<file path="src/rtl/wb_arb_pkg.sv">
// Shared types and defaults for the Wishbone round-robin arbiter.
//   arb_state_e     : arbiter FSM states (idle, bus owned, watchdog abort)
//   *_DEF           : default parameter values
//   wdt_cnt_width() : width of a counter that must hold 0..limit
package wb_arb_pkg;

  typedef enum logic [1:0] {
    ST_IDLE  = 2'd0,
    ST_OWN   = 2'd1,
    ST_ABORT = 2'd2
  } arb_state_e;

  localparam int unsigned NM_DEF = 4;
  localparam int unsigned AW_DEF = 32;
  localparam int unsigned DW_DEF = 32;
  localparam int unsigned TO_DEF = 255;

  function automatic int unsigned wdt_cnt_width(input int unsigned limit);
    return $clog2(limit + 1);
  endfunction

endpackage

</file>
<file path="src/rtl/rr_pick.sv">
// Combinational NM-way round-robin priority picker.
//   req_i   : request vector
//   last_i  : index of the previous winner (lowest priority this round)
//   valid_o : at least one request present
//   gnt_o   : one-hot winner
//   idx_o   : binary index of the winner
module rr_pick #(
  parameter int unsigned NM = 4,
  parameter int unsigned IW = $clog2(NM)
) (
  input  logic [NM-1:0] req_i,
  input  logic [IW-1:0] last_i,
  output logic          valid_o,
  output logic [NM-1:0] gnt_o,
  output logic [IW-1:0] idx_o
);

  always_comb begin : pick
    int unsigned pos;
    pos     = 0;
    valid_o = 1'b0;
    gnt_o   = '0;
    idx_o   = '0;
    // Walk last+1 .. last+NM (mod NM); the first hit wins.
    for (int unsigned i = 1; i <= NM; i++) begin
      pos = (32'(last_i) + i) % NM;
      if (!valid_o && req_i[pos[IW-1:0]]) begin
        valid_o                = 1'b1;
        gnt_o[pos[IW-1:0]]     = 1'b1;
        idx_o                  = pos[IW-1:0];
      end
    end
  end

endmodule

</file>
<file path="src/rtl/wb_rr_arbiter.sv">
// Round-robin arbiter sharing one Wishbone slave port among NM masters,
// with a watchdog that aborts a stalled cycle by returning an error.
//   clk_i, rstn_i        : clock, async active-low reset
//   m_*_i / m_*_o        : packed per-master request fields and responses
//   s_*_o / s_*_i        : single slave-side port
//   gnt_o                : one-hot current owner (0 when idle)
//   to_evt_o             : one-cycle pulse on watchdog expiry
module wb_rr_arbiter
  import wb_arb_pkg::*;
#(
  parameter int unsigned NM        = NM_DEF,
  parameter int unsigned AW        = AW_DEF,
  parameter int unsigned DW        = DW_DEF,
  parameter int unsigned TO_CYCLES = TO_DEF
) (
  input  logic              clk_i,
  input  logic              rstn_i,
  input  logic [NM-1:0]     m_cyc_i,
  input  logic [NM-1:0]     m_stb_i,
  input  logic [NM-1:0]     m_we_i,
  input  logic [NM*AW-1:0]  m_adr_i,
  input  logic [NM*DW-1:0]  m_dat_i,
  input  logic [NM*DW/8-1:0] m_sel_i,
  output logic [DW-1:0]     m_dat_o,
  output logic [NM-1:0]     m_ack_o,
  output logic [NM-1:0]     m_err_o,
  output logic              s_cyc_o,
  output logic              s_stb_o,
  output logic              s_we_o,
  output logic [AW-1:0]     s_adr_o,
  output logic [DW-1:0]     s_dat_o,
  output logic [DW/8-1:0]   s_sel_o,
  input  logic [DW-1:0]     s_dat_i,
  input  logic              s_ack_i,
  input  logic              s_err_i,
  output logic [NM-1:0]     gnt_o,
  output logic              to_evt_o
);

  localparam int unsigned IW = $clog2(NM);
  localparam int unsigned SW = DW / 8;
  localparam int unsigned CW = wdt_cnt_width(TO_CYCLES);

  arb_state_e    state_q, state_d;
  logic [IW-1:0] owner_q, owner_d;
  logic [IW-1:0] last_q, last_d;
  logic [NM-1:0] gnt_q, gnt_d;
  logic [CW-1:0] cnt_q, cnt_d;

  logic          pick_valid;
  logic [NM-1:0] pick_gnt;
  logic [IW-1:0] pick_idx;

  logic          own;
  logic          own_cyc;
  logic          stall;
  logic          expire;
  int unsigned   own_idx;

  rr_pick #(
    .NM (NM),
    .IW (IW)
  ) u_pick (
    .req_i   (m_cyc_i),
    .last_i  (last_q),
    .valid_o (pick_valid),
    .gnt_o   (pick_gnt),
    .idx_o   (pick_idx)
  );

  assign own     = (state_q == ST_OWN);
  assign own_idx = 32'(owner_q);
  assign own_cyc = m_cyc_i[owner_q];

  // Slave-side mux: only the owner is visible, and only while in OWN.
  assign s_cyc_o = own & own_cyc;
  assign s_stb_o = own & m_stb_i[owner_q];
  assign s_we_o  = own & m_we_i[owner_q];
  assign s_adr_o = own ? m_adr_i[own_idx*AW +: AW] : '0;
  assign s_dat_o = own ? m_dat_i[own_idx*DW +: DW] : '0;
  assign s_sel_o = own ? m_sel_i[own_idx*SW +: SW] : '0;

  // A slave response in the expiry cycle cancels the stall, so it wins.
  assign stall  = own & s_stb_o & ~s_ack_i & ~s_err_i;
  assign expire = stall & (cnt_q == CW'(TO_CYCLES - 1));

  assign m_dat_o  = s_dat_i;
  assign m_ack_o  = gnt_q & {NM{own & s_ack_i}};
  assign m_err_o  = gnt_q & {NM{own & (s_err_i | expire)}};
  assign to_evt_o = expire;
  assign gnt_o    = gnt_q;

  always_comb begin
    state_d = state_q;
    owner_d = owner_q;
    last_d  = last_q;
    gnt_d   = gnt_q;
    cnt_d   = '0;
    case (state_q)
      ST_IDLE: begin
        if (pick_valid) begin
          state_d = ST_OWN;
          owner_d = pick_idx;
          last_d  = pick_idx;
          gnt_d   = pick_gnt;
        end
      end
      ST_OWN: begin
        if (expire) begin
          state_d = ST_ABORT;
        end else if (!own_cyc) begin
          state_d = ST_IDLE;
          gnt_d   = '0;
        end else if (stall) begin
          cnt_d = cnt_q + 1'b1;
        end
      end
      ST_ABORT: begin
        if (!own_cyc) begin
          state_d = ST_IDLE;
          gnt_d   = '0;
        end
      end
      default: begin
        state_d = ST_IDLE;
        gnt_d   = '0;
      end
    endcase
  end

  always_ff @(posedge clk_i or negedge rstn_i) begin
    if (!rstn_i) begin
      state_q <= ST_IDLE;
      owner_q <= '0;
      last_q  <= IW'(NM - 1);
      gnt_q   <= '0;
      cnt_q   <= '0;
    end else begin
      state_q <= state_d;
      owner_q <= owner_d;
      last_q  <= last_d;
      gnt_q   <= gnt_d;
      cnt_q   <= cnt_d;
    end
  end

endmodule

</file>
<file path="config.mk">
export PLATFORM = sky130hd
export DESIGN_NAME = wb_rr_arbiter
export DESIGN_NICKNAME = d
export VERILOG_FILES = /design/src/rtl/wb_arb_pkg.sv /design/src/rtl/rr_pick.sv /design/src/rtl/wb_rr_arbiter.sv
export SDC_FILE = /design/constraint.sdc
export NUM_CORES = 1
export LEC_CHECK = 0
export ABC_AREA = 1
export CAP_MARGIN = 20
export CORE_AREA = 5 5 168 170
export CTS_CLUSTER_SIZE = 12
export DETAILED_ROUTE_END_ITERATION = 8
export DIE_AREA = 0 0 173 175
export GPL_TIMING_DRIVEN = 0
export PLACE_DENSITY = 0.6
export RECOVER_POWER = 25
export REMOVE_ABC_BUFFERS = 1
export SETUP_SLACK_MARGIN = 0.15
export SYNTH_ARGS = -nofsm -noshare
export SYNTH_HDL_FRONTEND = slang
export SYNTH_SLANG_ARGS = --single-unit
</file>
<file path="constraint.sdc">
create_clock -name clk_i -period 3.18 [get_ports clk_i]
set_clock_uncertainty 0.05 [all_clocks]
set_input_delay 0.477 -clock clk_i [delete_from_list [all_inputs] [get_ports clk_i]]
set_output_delay 0.477 -clock clk_i [all_outputs]
set_load 0.01 [all_outputs]
</file>
After elaboration in Yosys (flattened, before gate mapping). Index checks and enable logic that the tools add are counted.

Bits in writable memories: 0. Memories kept: 0. Bits in read-only memories: 0. Flip-flop bits (word level): 18. Latch bits: 0.

Equality and inequality tests: 5. Add/subtract/negate cells: 5. $mul: 0. Div/mod/pow operators: 0. Shifts and indexed selects: 3. Bitwise logic cells: 17. Multiplexer cells: 49. Magnitude comparators: 9. Reduce and logical (&&, ||, !) cells: 13.

Operator list (count): $shiftx A128 B8 Y32 (2); $mux W32 (2); $mux W4 (8); $mux W8 (4); $shiftx A16 B5 Y4 (1); $lt A2 B3 Y1 const B (5); $mux W1 (15); $bmux W1 S2 (7); $mux W2 (7); $or A4 B4 Y4 (3); $pmux W4 S3 (1); $and A1 B1 Y1 (9); $add A8 B1 Y8 const B (1); $and A4 B4 Y4 (2); $demux W1 S2 (4); $eq A8 B8 Y1 const B (1); $ge A2 B1 Y1 const B (4); $logic_and A1 B1 Y1 (7); $pmux W2 S3 (1); $add A2 B1 Y2 const B (2); $add A2 B2 Y2 const B (2); $ne A2 B2 Y1 const B (2); $reduce_and A2 Y1 (2); $logic_not A1 Y1 (3); other kinds (5) (6).

Depth between registers and ports, before layout.
Depth in word-level cells: 15. Depth in mapped cells: 12. Depth with buffers taken out: 11.

Cells and area by module. Synthesis repeated with hierarchy kept, for this count alone.

Cell total of the unflattened synthesis: 789. Area total of the unflattened synthesis: 4166.5 sq um.

By module, submodules not included: wb_rr_arbiter (times used 1, seq. area each 452.9 sq um, area each 3631.0 sq um, cells an instance 708); rr_pick (times used 1, seq. area each 0.0 sq um, area each 535.5 sq um, cells an instance 81).

Worst setup path after synthesis. OpenSTA, ideal clock, no wires.

Path type: flip-flop to flip-flop. Start point: reg last_q[0]. End point: reg gnt_q[0] (netlist: gnt_o[0]). Data arrival time: 1.662 ns. Path buffers: 0. Setup slack: 1.351 ns. Stages on the path, launching flop included: 11. Setup time: 0.117 ns. Data required time: 3.013 ns. Cells stage by stage: dfstp_2 > inv_2 > ha_1 > inv_1 > nand2_2 > nand2_4 > nor2_2 > a21boi_0 > nand3_1 > nand2_1 > nand2_1.

Cells in the longest elaborated chain, start to end: 15.

RTL lines: start: declaration (line wb_rr_arbiter.sv:46) `logic [IW-1:0] last_q, last_d;`; start signal: assignment (line wb_rr_arbiter.sv:135) `last_q <= IW'(NM - 1);`; start signal: assignment (line wb_rr_arbiter.sv:141) `last_q <= last_d;`; branches (longest 15 deep; another with $lt A2 B3 Y1); end signal: assignment (line wb_rr_arbiter.sv:142) `gnt_q <= gnt_d;`; end: declaration (line wb_rr_arbiter.sv:47) `logic [NM-1:0] gnt_q, gnt_d;`.

Parallel ways; which one is timed is not known. The select of a mux whose other input is x is not followed. A chain may end at the register's enable or synchronous reset.

Final worst setup path.
Start point: reg owner_q[1]. End point: out s_dat_o[9].

Cells in the longest elaborated chain, start to end: 2.

RTL lines: start: declaration (line wb_rr_arbiter.sv:45) `logic [IW-1:0] owner_q, owner_d;`; start signal: assignment (line wb_rr_arbiter.sv:140) `owner_q <= owner_d;`; $shiftx A128 B8 Y32 (line wb_rr_arbiter.sv:80) `assign s_dat_o = own ? m_dat_i[own_idx*DW +: DW] : '0;`; $mux W32 (line wb_rr_arbiter.sv:80); end: declaration (line wb_rr_arbiter.sv:31) `output logic [DW-1:0] s_dat_o,`.

No other way between the ends.

==> run_results.csv <==
group,metric,value,unit
run_status,status,"finished, final reports clean",
setup_path,r2r_cells,10,
route,drtPass1Iterations,4,
cells_and_area,design_area,8140,um^2
synthesis,ys_warn_count,0,
route,viasPerCell,4.35,
clock_network,clk_latency,0.25,ns
global_route,grt_pass1_wl,40600,um
synthesis,yosysTopAreaCell,"nor2_1",
clock_network,cts_root_buf,"clkbuf_16",
sta,tightest_slew,0.860,ns
place,placed_area,7820,um^2
flow_run,max_cap_viol_count,0,
cells_and_area,seq_area,460,um^2
synthesis,syn-cell-area,4100,um^2
synthesis,synthArstFlopShare,1.00,
synthesis,synth_cell_types,33,
setup_path,cp-end-kind,"output port",
cells_and_area,final_nets,1414,
synthesis,ys_seq_elements,18,
floorplanning,die_h,175,um
setup_path,cp-start-kind,"register",
hold_path,min_path_type,"reg -> reg",
synthesis,syn_avg_cell_area,5.28,um^2
route,drt-total-wl,29300,um
floorplanning,placeableCoreArea,26600,um^2
sta,hold_viol,0,
sta,min_period_over_period,0.917,
place,portBuffers,371,
synthesis,synth.most_common_cell,"nor2_1",
clock_network,clock-sinks,18,
route,routedWlPerCell,20.6,um
power,powerDensity,786,nW/um^2
global_route,antenna_found_initial,1,
sta,hold_slack,0.442,ns
hold_path,whs_path_depth,1,
cells_and_area,multi_input_area,3080,um^2
setup_path,cp.arrival,2.39,ns
sta,rsz0062_at_grt,"false",
clock_network,cts_made_buffers,3,
synthesis,synth_top_area_share,0.276,
route,drt_iter0_drc,242,
synthesis,synthFlopType,"dfrtp_1",
global_route,grtUsageTotal,0.177,
setup_path,critical_path_peak_fanout,41,
sta,fmax,343,MHz
synthesis,syn_inst,777,
cells_and_area,post_route_cells_drive_above_1_share,0.0630,
place,hpwl,22000,um
synthesis,netlist_top_cells_count,"nor2_1, o21ai_0, a21oi_1",
sta,setup_viol,0,
setup_path,crit_type,"reg -> out",
synthesis,synth_edf_count,0,
sta,maxSlewHeadroom,0.425,
clock_network,clkSlewWorstSetupHoldPaths,0.05,ns
clock_network,cts_tree,"done",
clock_network,htreeDepth,1,
floorplanning,start_util,0.154,
global_route,grt.overflow.total,0,
power,p_leak,3.17,nW
clock_network,cts_hold_buf,0,
setup_path,crit_required,2.65,ns
synthesis,synth-seq-area-share,0.110,
route,vias,6176,
floorplanning,ios,436,
route,drc,0,
power,vdd_drop_max,0.000474,V
floorplanning,design.die.area,30300,um^2
floorplanning,rows,60,
global_route,grt_pass1_vias,5988,
global_route,grt_max_degree,73,
floorplanning,die_w,173,um
synthesis,synth_area_leaders,"nor2_1, o21ai_0, dfrtp_1, a21oi_1, buf_4",
sta,slew_violations,0,
cells_and_area,area_delta_synth_final,98.5,%
place,place.gp.congestion,0.872,
clock_network,cts_buffer_depth,2,
route,drtAntennaViolNets,0,
cells_and_area,fillCellCount,2952,
sta,fin_crit,2.91,ns
## registers in the layout, indices dropped and copies added, names as in the netlist
name	cells
last_q	2
cnt_q	8
state_q	2
owner_q	2
gnt_o	4
## critical path, stage by stage (launching register included)
cell             delay [ns]
dfrtp_4                0.42
buf_12                 0.24
clkinv_16              0.19
nor2_1                 0.13
o21ai_0                0.15
a21oi_2                0.30
clkdlybuf4s50_1        0.62
## placed cells by master (no fill, tap or decap), types with 7 or more instances in the layout
cell type        Yosys  final
ha_1                14     13
nand3_1             19     19
nand3_2              7      7
dfrtp_1             16     14
clkdlybuf4s50_1      0    367
o21ai_0            143    143
inv_1               22     22
a21oi_1             70     60
a21oi_2              1     11
nand2_1             51     51
nand2_2             12     12
nor2_1             302    302
## area by class of cell
class | count | share of cell area
antenna | 1 | 0.000307
inverter | 30 | 0.0198
tap | 341 | 0.0524
sequential | 18 | 0.0566
timing repair inverter | 2 | 0.00246
clock buffer | 4 | 0.00968
multi-input combinational | 644 | 0.379
timing repair buffer | 381 | 0.480
## routing by layer
layer / global-route usage / wire length [um] / vias to the layer above
li1: - / - / 3088
met1: 0.184 / 10400 / 2735
met2: 0.295 / 13400 / 319
met3: 0.112 / 4350 / 32
met4: 0.0439 / 933 / 2
met5: 0.0353 / 141 / -
## cells by family (layout without fill, tap and decap cells)
family                     after synthesis  after routing  share of synthesized area
adders and majority gates               14             14                     0.0427
DFF                                     18             18                      0.110
other                                    0              1                          0
AOI/OAI and AO/OA                      225            225                      0.282
xor gates and xnor gates                 5              5                     0.0107
and+or+nand+nor                        400            400                      0.406
buffers and inverters                  115            417                      0.147
## timing repair
action / 4_1_cts / 5_1_grt
endpoints found under the setup margin: 76 / 33
gates cloned: 2 / 2
resized for setup: 17 / 6
buffers inserted: 6 / 0
## per-stage QoR
stage               cells  total power [W]  TNS (ns)  utilization  setup slack [ns]
global placement     1404          0.00556   -344.64        0.292             -4.21
global route         1420          0.00702         0        0.306             0.160
finish               1421          0.00640         0        0.306             0.265
floorplan             692          0.00317    -98.01            -             -1.45
CTS                  1418          0.00640         0        0.304             0.154
detailed placement   1406          0.00574    -16.96        0.294            -0.528
## path summary, 6_finish.rpt
check,start,endpoint,slack [ns]
min in group asynchronous,rstn_i,cnt_q[4]$_DFF_PN0_,0.74
max,owner_q[1]$_DFFE_PN0P_,s_dat_o[9],0.27
min reg2reg,cnt_q[0]$_DFF_PN0_,cnt_q[0]$_DFF_PN0_,0.44
max in group asynchronous,rstn_i,owner_q[1]$_DFFE_PN0P_,1.71
min,cnt_q[0]$_DFF_PN0_,cnt_q[0]$_DFF_PN0_,0.44
max reg2reg,last_q[1]$_DFFE_PN1P_,owner_q[1]$_DFFE_PN0P_,1.08
## where the power goes
group / internal, W / switching, W / leakage, nW / total [W]
clock network: 0.000170 / 0.0000834 / 0.0382 / 0.000254
logic: 0.00246 / 0.00330 / 2.90 / 0.00576
registers: 0.000302 / 0.0000836 / 0.235 / 0.000386
total: 0.00293 / 0.00346 / 3.17 / 0.00640
No activity file was read; power rests on OpenSTA's default activity.
==> RTL change: new RTL, same settings <==
`TO_DEF`: 255 -> 510.
--- a/src/rtl/wb_arb_pkg.sv
+++ b/src/rtl/wb_arb_pkg.sv
@@ -14,5 +14,5 @@
   localparam int unsigned AW_DEF = 32;
   localparam int unsigned DW_DEF = 32;
-  localparam int unsigned TO_DEF = 255;
+  localparam int unsigned TO_DEF = 510;
 
   function automatic int unsigned wdt_cnt_width(input int unsigned limit);
Function: not settled (the Yosys comparison gave no result); the edit may change what the design does.
==> RTL change against the unedited design <==
Largest cell class unchanged; power increased by 2.2%; critical path depth decreased by 1; synthesized cell count increased by 2.8%; clock power increased by 5%; critical endpoint is now s_dat_o[1]; area after synthesis increased by 0.55%; sequential cell count increased by 1; wire length increased by 10%; worst setup slack got worse by 0.083 ns; final area increased by 1.5%; highest routed layer unchanged; sequential share of layout area increased by 0.22 points; largest power group unchanged.
==> RTL change: results (changes against the unedited design) <==
- Syn Inst Count: 799 (was 777)
- Clock slew at reported path FFs: 0.06 ns
- Clk root buf: clkbuf_16 (unchanged)
- Clock-cell share: 0.00969 (was 0.00968)
- Placer congestion estimate: 0.904 (was 0.872)
- Static leakage: 0.00328 uW (was 0.00317 uW)
- Sequential cell count: 19 (was 18)
- Multi-input gate area: 3090 um2 (was 3080 um2)
- Post-CTS setup repair buffer count: 4 (was 6)
- Layout non-clock buf frac: 0.481 (was 0.480)
- Crit. Startpoint: state_q[1] (was owner_q[1])
- First-pass GRT wire length: 43400 um (was 40600 um)
- Initial DRC count: 296 (was 242)
- Most common library cells after synthesis: nor2_1, o21ai_0, a21oi_1, nand2_1 (was nor2_1, o21ai_0, a21oi_1, nand2_1, buf_4)
- Critical Path Max Stage Delay: 0.62 ns (about the same)
- Non-clock buffer count: 383 (was 381)
- Placed instance count: 1426 (was 1406)
- Final period util: 0.943 (was 0.917)
- HP Start: gnt_o[2] (was cnt_q[0])
- Routed WL: 32300 um (was 29300 um)
- Worst-path maximum fanout: 72 (was 41)
- HPWL after DPL: 24200 um (was 22000 um)
- Seq/Total Area, Yosys: 0.116 (was 0.110)
- Synth area leaders: nor2_1, o21ai_0, dfrtp_1 (unchanged)
- Synth Warn #: 0 (unchanged)
- Outcome: completed (unchanged)
- Hold depth: 2 (was 1)
- Most flops, register: cnt_q (unchanged)
- Layout inverter count without the clock tree: 40 (was 32)
- Register Area: 485 um2 (was 460 um2)
- Worst reg2reg setup slack: 0.95 ns (was 1.08 ns)
- GRT Total Usage: 0.195 (was 0.177)
- Signal arrival time at the worst endpoint: 2.47 ns (was 2.39 ns)
- Fill cells: 2943 (was 2952)
- Hold slack: 0.460 ns (was 0.442 ns)
- Share of cells above drive strength 1: 0.0472 (was 0.0630)
- CTS resizes: 22 (was 17)
- WL/cell: 22.4 um (was 20.6 um)
- Worst R2R End: gnt_o[0] (was owner_q[1])
- Maximum vdd drop: 0.577 mV (was 0.474 mV)
- Max reg flops: 9 (was 8)
- Hold endpoint: gnt_o[2] (was cnt_q[0])
- Initial antenna violation count: 0 (was 1)
- Well Taps: 341 (unchanged)
- Post-Place Worst Slack: -0.593 ns (was -0.528 ns)
- Clock Tree Buf Depth: 2 (unchanged)
- Vias in the first global route: 6026 (was 5988)
- Worst-Skew Late Latency: 0.26 ns
- Dpl cell area: 7830 um2 (was 7820 um2)
- Worst Setup EP: s_dat_o[1] (was s_dat_o[9])
- Top Family by Delay on Critical Path: buffers and inverters (unchanged)
- Power density cells: 791 nW/um2 (was 786 nW/um2)
- Critical R2R Launch: last_q[0] (was last_q[1])
- Number of multi-input logic gates: 656 (was 644)
- Routed via count: 6391 (was 6176)
- # diodes: 0 (was 1)
- Slew @ Worst Pin: 0.906 ns (was 0.860 ns)
RTL change: changes by cell type after synthesis, sizes merged, moves of 2 or more:
cell / change
inv: +8
nand2: +6
a21oi: +5
nand3: -5
nor2: -5
nor3: +5
buf: +4
nor4: +3
clkbuf: -2
RTL change: metal layers:
metal,vias to the layer above,GRT usage,wire [um],part of all wire
met5,-,0.0385,160,0.0050
met4,2,0.0562,960,0.030
met3,34,0.129,4920,0.15
met2,329,0.332,15100,0.47
met1,2857,0.194,11200,0.35
li1,3169,-,-,-
RTL change: power by group:
part | internal, uW | leakage, uW | switching (uW)
clock network | 169 | 0.0000409 | 97.7
registers | 310 | 0.000249 | 86.2
logic | 2490 | 0.00299 | 3390
RTL change: cells by family (layout without fill, tap and decap cells):
family                   after synthesis  after routing  share of synthesized area
AO/OA/AOI/OAI                        233            233                      0.287
XOR/XNOR                               4              4                    0.00850
adder cells (fa/ha/maj)               14             14                     0.0425
buffers and inverters                124            427                      0.156
flip-flops                            19             19                      0.116
AND/OR/NAND/NOR                      405            405                      0.390
